==> config.mk <==
export PLATFORM = sky130hd
export DESIGN_NAME = video_sync_gen_flat
export DESIGN_NICKNAME = d
export VERILOG_FILES = /design/src/rtl/video_sync_if.sv /design/src/rtl/video_sync_gen.sv /design/src/flat_wrapper.sv
export SDC_FILE = /design/constraint.sdc
export NUM_CORES = 1
export LEC_CHECK = 0
export ABC_CLOCK_PERIOD_IN_PS = 3210
export CORE_ASPECT_RATIO = 0.9
export CORE_MARGIN = 5
export CORE_UTILIZATION = 50
export DETAILED_ROUTE_END_ITERATION = 10
export PLACE_DENSITY = 0.77
export SKIP_CTS_REPAIR_TIMING = 1
export SLEW_MARGIN = 20
export SYNTH_ARGS = -nofsm -noshare
export SYNTH_HDL_FRONTEND = slang
export SYNTH_SLANG_ARGS = --single-unit
==> constraint.sdc <==
create_clock -name clk -period 3.21 [get_ports clk]
set_clock_uncertainty 0.05 [all_clocks]
set_input_delay 0.963 -clock clk [delete_from_list [all_inputs] [get_ports clk]]
set_output_delay 0.963 -clock clk [all_outputs]
set_load 0.03 [all_outputs]
==> src/rtl/video_sync_if.sv <==
// Pixel-timing bundle between the sync generator and its consumers.
// pix_tick is a one-clk qualifier with no back-pressure: every clk with pix_tick=1 is one pixel step.
interface video_sync_if;
  logic       pix_tick;
  logic [8:0] hcnt;
  logic [8:0] vcnt;
  logic       hsync_n;
  logic       vsync_n;
  logic       blank;
  logic       active;
  logic       border;
  logic       int_n;
  logic       frame_tick;
  logic       flash;

  modport master (
    input  pix_tick,
    output hcnt, vcnt, hsync_n, vsync_n, blank, active, border, int_n, frame_tick, flash
  );

  modport slave (
    output pix_tick,
    input  hcnt, vcnt, hsync_n, vsync_n, blank, active, border, int_n, frame_tick, flash
  );
endinterface

==> src/rtl/video_sync_gen.sv <==
// Raster timing generator: pixel/line counters plus registered sync, blank,
// paper/border, frame interrupt and flash phase, all decoded from the same counter pair.
module video_sync_gen #(
  parameter int H_TOTAL  = 448,
  parameter int V_TOTAL  = 312,
  parameter int H_ACTIVE = 256,
  parameter int V_ACTIVE = 192,
  parameter int HB_START = 320,
  parameter int HS_START = 336,
  parameter int HS_END   = 368,
  parameter int VB_START = 248,
  parameter int VB_END   = 256,
  parameter int VS_START = 248,
  parameter int VS_END   = 252,
  parameter int INT_LINE = 248,
  parameter int INT_LEN  = 64
) (
  input  logic         clk,
  input  logic         reset,
  video_sync_if.master vs
);
  localparam logic [8:0] H_LAST   = 9'(H_TOTAL - 1);
  localparam logic [8:0] V_LAST   = 9'(V_TOTAL - 1);
  localparam logic [8:0] H_ACT    = 9'(H_ACTIVE);
  localparam logic [8:0] V_ACT    = 9'(V_ACTIVE);
  localparam logic [8:0] HB_S     = 9'(HB_START);
  localparam logic [8:0] HS_S     = 9'(HS_START);
  localparam logic [8:0] HS_E     = 9'(HS_END);
  localparam logic [8:0] VB_S     = 9'(VB_START);
  localparam logic [8:0] VB_E     = 9'(VB_END);
  localparam logic [8:0] VS_S     = 9'(VS_START);
  localparam logic [8:0] VS_E     = 9'(VS_END);
  localparam logic [8:0] INT_L    = 9'(INT_LINE);
  localparam logic [8:0] INT_LAST = 9'(INT_LEN - 1);

  logic [8:0] h_nxt;
  logic [8:0] v_nxt;
  logic       h_wrap;
  logic       v_wrap;
  logic       frame_wrap;
  logic       int_start;
  logic       act_nxt;
  logic       blank_nxt;
  logic [8:0] int_cnt;
  logic [4:0] frame_cnt;

  // Flags are decoded from the next counter pair so they land in the same
  // register stage as the counters themselves.
  always_comb begin
    h_wrap     = (vs.hcnt == H_LAST);
    v_wrap     = (vs.vcnt == V_LAST);
    frame_wrap = h_wrap && v_wrap;
    h_nxt      = h_wrap ? 9'd0 : vs.hcnt + 9'd1;
    v_nxt      = vs.vcnt;
    if (h_wrap) begin
      v_nxt = v_wrap ? 9'd0 : vs.vcnt + 9'd1;
    end
    int_start  = (h_nxt == 9'd0) && (v_nxt == INT_L);
    act_nxt    = (h_nxt < H_ACT) && (v_nxt < V_ACT);
    blank_nxt  = (h_nxt >= HB_S) || ((v_nxt >= VB_S) && (v_nxt < VB_E));
  end

  always_ff @(posedge clk or negedge reset) begin
    if (!reset) begin
      vs.hcnt       <= 9'd0;
      vs.vcnt       <= 9'd0;
      vs.hsync_n    <= 1'b1;
      vs.vsync_n    <= 1'b1;
      vs.blank      <= 1'b0;
      vs.active     <= 1'b1;
      vs.border     <= 1'b0;
      vs.int_n      <= 1'b1;
      vs.frame_tick <= 1'b0;
      int_cnt       <= 9'd0;
      frame_cnt     <= 5'd0;
    end else begin
      vs.frame_tick <= 1'b0;
      if (vs.pix_tick) begin
        vs.hcnt       <= h_nxt;
        vs.vcnt       <= v_nxt;
        vs.hsync_n    <= !((h_nxt >= HS_S) && (h_nxt < HS_E));
        vs.vsync_n    <= !((v_nxt >= VS_S) && (v_nxt < VS_E));
        vs.blank      <= blank_nxt;
        vs.active     <= act_nxt;
        vs.border     <= !act_nxt && !blank_nxt;
        vs.frame_tick <= frame_wrap;
        if (frame_wrap) begin
          frame_cnt <= frame_cnt + 5'd1;
        end
        // Width is counted in ticks, not hcnt, so the pulse may span any pixel range.
        if (int_start) begin
          vs.int_n <= 1'b0;
          int_cnt  <= INT_LAST;
        end else if (!vs.int_n) begin
          if (int_cnt == 9'd0) begin
            vs.int_n <= 1'b1;
          end else begin
            int_cnt <= int_cnt - 9'd1;
          end
        end
      end
    end
  end

  assign vs.flash = frame_cnt[4];
endmodule
==> src/flat_wrapper.sv <==
// flat-port wrapper written by rule: the top's interface ports become plain ports
module video_sync_gen_flat 
#(
  parameter int H_TOTAL  = 448,
  parameter int V_TOTAL  = 312,
  parameter int H_ACTIVE = 256,
  parameter int V_ACTIVE = 192,
  parameter int HB_START = 320,
  parameter int HS_START = 336,
  parameter int HS_END   = 368,
  parameter int VB_START = 248,
  parameter int VB_END   = 256,
  parameter int VS_START = 248,
  parameter int VS_END   = 252,
  parameter int INT_LINE = 248,
  parameter int INT_LEN  = 64
)
  (clk, reset, vs_pix_tick, vs_hcnt, vs_vcnt, vs_hsync_n, vs_vsync_n, vs_blank, vs_active, vs_border, vs_int_n, vs_frame_tick, vs_flash);
  video_sync_if vs_i ();
  input  logic clk;
  input  logic reset;
  input wire logic [$bits(vs_i.pix_tick)-1:0] vs_pix_tick;
  output wire logic [$bits(vs_i.hcnt)-1:0] vs_hcnt;
  output wire logic [$bits(vs_i.vcnt)-1:0] vs_vcnt;
  output wire logic [$bits(vs_i.hsync_n)-1:0] vs_hsync_n;
  output wire logic [$bits(vs_i.vsync_n)-1:0] vs_vsync_n;
  output wire logic [$bits(vs_i.blank)-1:0] vs_blank;
  output wire logic [$bits(vs_i.active)-1:0] vs_active;
  output wire logic [$bits(vs_i.border)-1:0] vs_border;
  output wire logic [$bits(vs_i.int_n)-1:0] vs_int_n;
  output wire logic [$bits(vs_i.frame_tick)-1:0] vs_frame_tick;
  output wire logic [$bits(vs_i.flash)-1:0] vs_flash;
  assign vs_i.pix_tick = vs_pix_tick;
  assign vs_hcnt = vs_i.hcnt;
  assign vs_vcnt = vs_i.vcnt;
  assign vs_hsync_n = vs_i.hsync_n;
  assign vs_vsync_n = vs_i.vsync_n;
  assign vs_blank = vs_i.blank;
  assign vs_active = vs_i.active;
  assign vs_border = vs_i.border;
  assign vs_int_n = vs_i.int_n;
  assign vs_frame_tick = vs_i.frame_tick;
  assign vs_flash = vs_i.flash;
  video_sync_gen #(.H_TOTAL(H_TOTAL), .V_TOTAL(V_TOTAL), .H_ACTIVE(H_ACTIVE), .V_ACTIVE(V_ACTIVE), .HB_START(HB_START), .HS_START(HS_START), .HS_END(HS_END), .VB_START(VB_START), .VB_END(VB_END), .VS_START(VS_START), .VS_END(VS_END), .INT_LINE(INT_LINE), .INT_LEN(INT_LEN)) u_core (.clk(clk), .reset(reset), .vs(vs_i));
endmodule
# Word-level counts from Yosys, hierarchy flattened
# Index checks and enable logic that the tools add are counted.
totals:
  register_bits: 39
  input_bits: 3
  out_inout_bits: 26
classes:
  magnitude_cmp: 8
  eq_ne: 5
  n_mux: 10
  n_reduce_logical: 16
  addsub: 4
ops:
  columns: ["op", "count"]
  rows:
  - ["2-to-1 mux 9 bit", 6]
  - ["less-than comparator 9 bit (second input constant)", 3]
  - ["adder 9 x 1 -> 9 bit (second input constant)", 2]
  - ["equality test 9 bit (second input constant)", 2]
  - ["greater-or-equal comparator 9 bit (second input constant)", 2]
  - ["zero test 9 bit", 2]
  - ["less-than comparator 9 x 8 -> 1 bit (second input constant)", 2]
  - ["equality test 9 x 8 -> 1 bit (second input constant)", 1]
  - ["greater-or-equal comparator 9 x 8 -> 1 bit (second input constant)", 1]
  - ["subtractor 9 x 1 -> 9 bit (second input constant)", 1]
  - ["logical AND 1 bit", 7]
  - ["adder 5 x 1 -> 5 bit (second input constant)", 1]
  - ["zero test 1 bit", 4]
  - ["2-to-1 mux 1 bit", 4]
  - ["AND reduction 3 bit", 1]
  - ["!= test 2 x 1 -> 1 bit (second input constant)", 1]
  - ["!= test 2 bit (second input constant)", 1]
  - ["AND reduction 2 bit", 1]
  - ["logical OR 1 bit", 1]

# Longest topological paths before layout
logic_depth:
  ltp_word: 8
  ltp_mapped: 10
  depth_no_buf: 9

# Worst setup path before layout
# Ideal clock, no wire load.
synth_path:
  path_kind: "register to register"
  startpoint: "register u_core.vs.hcnt[0]"
  endpoint: "register u_core.int_cnt[1]"
  path_slack_ps: 459
  arrival_time_ps: 2636
  t_required_ps: 3095
  n_path_buf: 0
  path_stages_with_launch: 9
  period_less_slack_ps: 2751
  setup_ps: 65
  cell_sequence: "dfrtp_1 ha_1 nand2_4 or4_4 nor4_2 a31o_2 nand4b_4 or3_4 nand2_1"
synth_between:
  elab_chain_cells: 6
  word_cells_on_any_way: 11
synth_lines:
  columns: ["element", "line", "source"]
  rows:
  - ["from (decl)", "video_sync_if.sv:18", "output hcnt, vcnt, hsync_n, vsync_n, blank, active, border, int_n, frame_tick, flash"]
  - ["from (signal assigned)", "video_sync_gen.sv:79", "vs.hcnt <= h_nxt;"]
  - ["adder 9 x 1 -> 9 bit / equality test 9 bit (equally long branches)", "video_sync_gen.sv:53, video_sync_gen.sv:50", null]
  - ["2-to-1 mux 9 bit (on tied branches)", "video_sync_gen.sv:53, video_sync_gen.sv:55", null]
  - ["zero test 9 bit / equality test 9 x 8 -> 1 bit (equally long branches)", "video_sync_gen.sv:58", "int_start = (h_nxt == 9'd0) && (v_nxt == INT_L);"]
  - ["logical AND 1 bit *", "video_sync_gen.sv:58", null]
  - ["!= test 2 bit (no source line) / != test 2 x 1 -> 1 bit (equally long branches)", null, null]
  - ["AND reduction 3 bit (no source line)", null, null]
  - ["to (signal assigned)", "video_sync_gen.sv:98", "int_cnt <= int_cnt - 9'd1;"]
  - ["to (decl)", "video_sync_gen.sv:44", "logic [8:0] int_cnt;"]
# Mark *: on every way between the ends. The rest lies on a longest branch, timed or not.
# A chain may end at the register's enable or synchronous reset.

# Final worst setup path
layout_path:
  startpoint: "register u_core.vs.hcnt[0]"
  endpoint: "register u_core.int_cnt[0]"
# The elaborated chain is that of the path after synthesis.

==> reports/metrics.csv <==
stage,metric,value,unit
detailed_routing,drtIter0Drc,122,
pwr,leakage,1.15,nW
sta,final-hold-violation-count,0,
sta,worst_slew_pin_slew,0.848,ns
clock_network,cts.clk_slew.worst_paths,0.08,ns
yosys,yosysUniqueCellTypes,56,
clock_network,tritoncts,built,
setup_path,crit_type,reg -> reg,
global_routing,grt-ovfl-total,0,
sta,fin_crit_sh,88.8,%
placed_design,place_hpwl,3850,um
cells_and_area,final_layout_size_suffix_gt1_share,11.9,%
setup_path,end_kind,flip-flop,
sta,drv_slew,0,
global_routing,grt_pass1_vias,1850,
setup_path,arrival,3.04,ns
die,pin_count,29,
die,dieArea,6220,sq um
clock_network,root_buffer,clkbuf_8,
cells_and_area,nets,293,
yosys,ys_async_sr_fraction,100,%
die,rows,23,
setup_path,r2r_cells,8,
sta,finalSetupViolCount,0,
clock_network,cts_buffer_depth,2,
yosys,synthesis.nets,273,
setup_path,r2r_setup_slack,0.36,ns
yosys,synthFlopType,dfrtp_1,
clock_network,cts.sinks,39,
setup_path,timing.rr.end,u_core.int_cnt[0]$_DFFE_PN0P_,
placed_design,port_buffers,28,
global_routing,grt_max_degree,40,
detailed_routing,wl_per_cell,15.6,um
die,fp.dieH,75.3,um
detailed_routing,routed_wl,5430,um
die,die_width,82.6,um
global_routing,groute.usage.overall,19.1,%
cells_and_area,antennaDiodeCount,0,
detailed_routing,via_per_inst,5.84,
setup_path,critPathRequiredTime,3.40,ns
pwr,peakVddDrop,0.476,mV
placed_design,gp_congestion,0.925,
yosys,synth_warnings,0,
clock_network,clk_latency,0.30,ns
cells_and_area,mostFrequentLayoutCell,dfrtp_1,
setup_path,crit_fanout,9,
detailed_routing,drc_errors,0,
clock_network,cts_max_level,2,
sta,slew_headroom,43.5,%
yosys,ys_ff_latch,39,
detailed_routing,dr_total_vias,2031,
worst_hold_path,holdPathStages,1,
cells_and_area,nFillCells,406,
setup_path,startpoint_type,flip-flop,
sta,period_needed,2.85,ns
sta,rsz0062_at_grt,no,
die,start_util,52.5,%
global_routing,antenna_found_initial,0,
pwr,p_per_area,623,nW/um^2
cells_and_area,fin_util,61.4,%
die,core-area,4520,sq um
worst_hold_path,min_path_type,reg -> reg,
cells_and_area,layout_common_cells,"35 x dfrtp_1, 34 x nand2_1, 27 x clkdlybuf4s50_1",
sta,final.setup.tns,0,ns
detailed_routing,detail-route-antenna-nets,0,
status,status,"finished, final reports clean",
worst_hold_path,min_from,u_core.frame_cnt[4]$_DFFE_PN0P_,
flow_run,drv_cap,0,
global_routing,grt_pass1_wl,8990,um
detailed_routing,firstDrtPassIters,4,
clock_network,cts_made_buffers,5,
yosys,synth.avg_cell_area,8.95,sq um
yosys,yosysSeqAreaShare,41.4,%
yosys,synth_edf_count,0,
yosys,netlist_area,2370,sq um
yosys,netlist_instances,265,
setup_path,r2r_start,u_core.vs.hcnt[0]$_DFFE_PN0P_,
cells_and_area,syn2layout_area_growth,17.0,%
worst_hold_path,min_to,u_core.frame_cnt[4]$_DFFE_PN0P_,
sta,clock.fmax,351,MHz
-- synthesized netlist by cell type, types with 3 or more instances --
library cell  number  area (sq um)
inv_1              6          22.5
nand2b_1           4          25.0
xnor2_1           15           131
dfstp_2            4           105
mux2_2             5          56.3
nor3_1             9          45.0
o31ai_1            5          37.5
clkbuf_1          10          37.5
nand2_1           34           128
nand4_1            8          50.1
buf_4              3          22.5
a21oi_1           10          50.1
buf_2              4          20.0
nand3_1           11          55.1
and3_1             8          50.1
or3_1              4          25.0
nor2_1            22          82.6
a31oi_1            4          25.0
nor4_1             3          18.8
dfrtp_1           35           876
ha_1               5          62.6
o21ai_0           16          80.1
-- stage by stage --
stage | cell area [sq um] | hold WS (ns) | total power [mW] | worst slack [ns] | std cells
after floorplan | 2370 | 0.396 | 1.14 | 0.459 | 265
after CTS | 2780 | 0.427 | 1.74 | 0.369 | 348
after detailed placement | 2660 | 0.412 | 1.32 | 0.403 | 340
final | 2780 | 0.419 | 1.73 | 0.360 | 348
after global routing | 2780 | 0.439 | 1.83 | 0.220 | 348
after global placement | 2660 | 0.410 | 1.29 | 0.462 | 340
-- critical path, stage by stage (launching register included) --
cell	delay, ns
dfrtp_1	0.52
ha_1	0.39
nand2_4	0.13
or4_4	0.57
nor4_2	0.25
a31o_2	0.18
nand4b_4	0.14
nor3_2	0.36
o31a_1	0.19
-- how the worst max path moves through the flow --
stage	start	to	slack (ns)	cells past startpoint
global route	u_core.vs.hcnt[0]$_DFFE_PN0P_	u_core.int_cnt[0]$_DFFE_PN0P_	0.22	8
detailed placement	u_core.vs.hcnt[0]$_DFFE_PN0P_	u_core.int_cnt[0]$_DFFE_PN0P_	0.40	8
global placement	u_core.vs.hcnt[0]$_DFFE_PN0P_	u_core.int_cnt[0]$_DFFE_PN0P_	0.46	8
floorplan	u_core.vs.hcnt[0]$_DFFE_PN0P_	u_core.int_cnt[1]$_DFFE_PN0P_	0.46	8
finish	u_core.vs.hcnt[0]$_DFFE_PN0P_	u_core.int_cnt[0]$_DFFE_PN0P_	0.36	8
CTS	u_core.vs.hcnt[0]$_DFFE_PN0P_	u_core.int_cnt[0]$_DFFE_PN0P_	0.37	8
-- registers in the layout, summed over array words and instances, names as in the netlist --
register              flops
u_core.vs.vsync_n         1
u_core.vs.hsync_n         1
u_core.vs.vcnt            9
u_core.vs.blank           1
u_core.vs.frame_tick      1
u_core.frame_cnt          5
u_core.vs.hcnt            9
u_core.vs.border          1
u_core.int_cnt            9
u_core.vs.int_n           1
u_core.vs.active          1
-- where the power goes --
group / total [mW] / internal [mW] / switching [mW]
combinational: 0.571 / 0.258 / 0.313
sequential: 0.742 / 0.590 / 0.152
clock: 0.417 / 0.231 / 0.186
-- metal layers --
metal  global-route usage [%]  vias up  wire [um]  share of wire, %
met5                        0        -          0                 0
li1                         -     1001          -                 -
met4                     7.08        0         86               1.6
met1                     27.4      961       2530                47
met2                     28.9       61       2510                46
met3                     3.90        8        300               5.5
-- cell families after synthesis --
family,synth area share [%]
compound gates,14.2
mux,2.80
buf+inv,4.49
fa+ha+maj,2.64
flops,41.4
simple gates,28.2
xor+xnor,6.28
-- layout make-up --
type	instances	area, sq um	share of cell area (%)
Timing Repair Buffer	31	298	10.7
Multi-Input combinational cell	202	1280	46.3
Tap cell	62	77.6	2.80
Sequential cell	39	981	35.3
Clock inverter	3	43.8	1.58
Inverter	6	22.5	0.812
Clock buffer	5	68.8	2.48
Power figures use the tool's default switching activity.
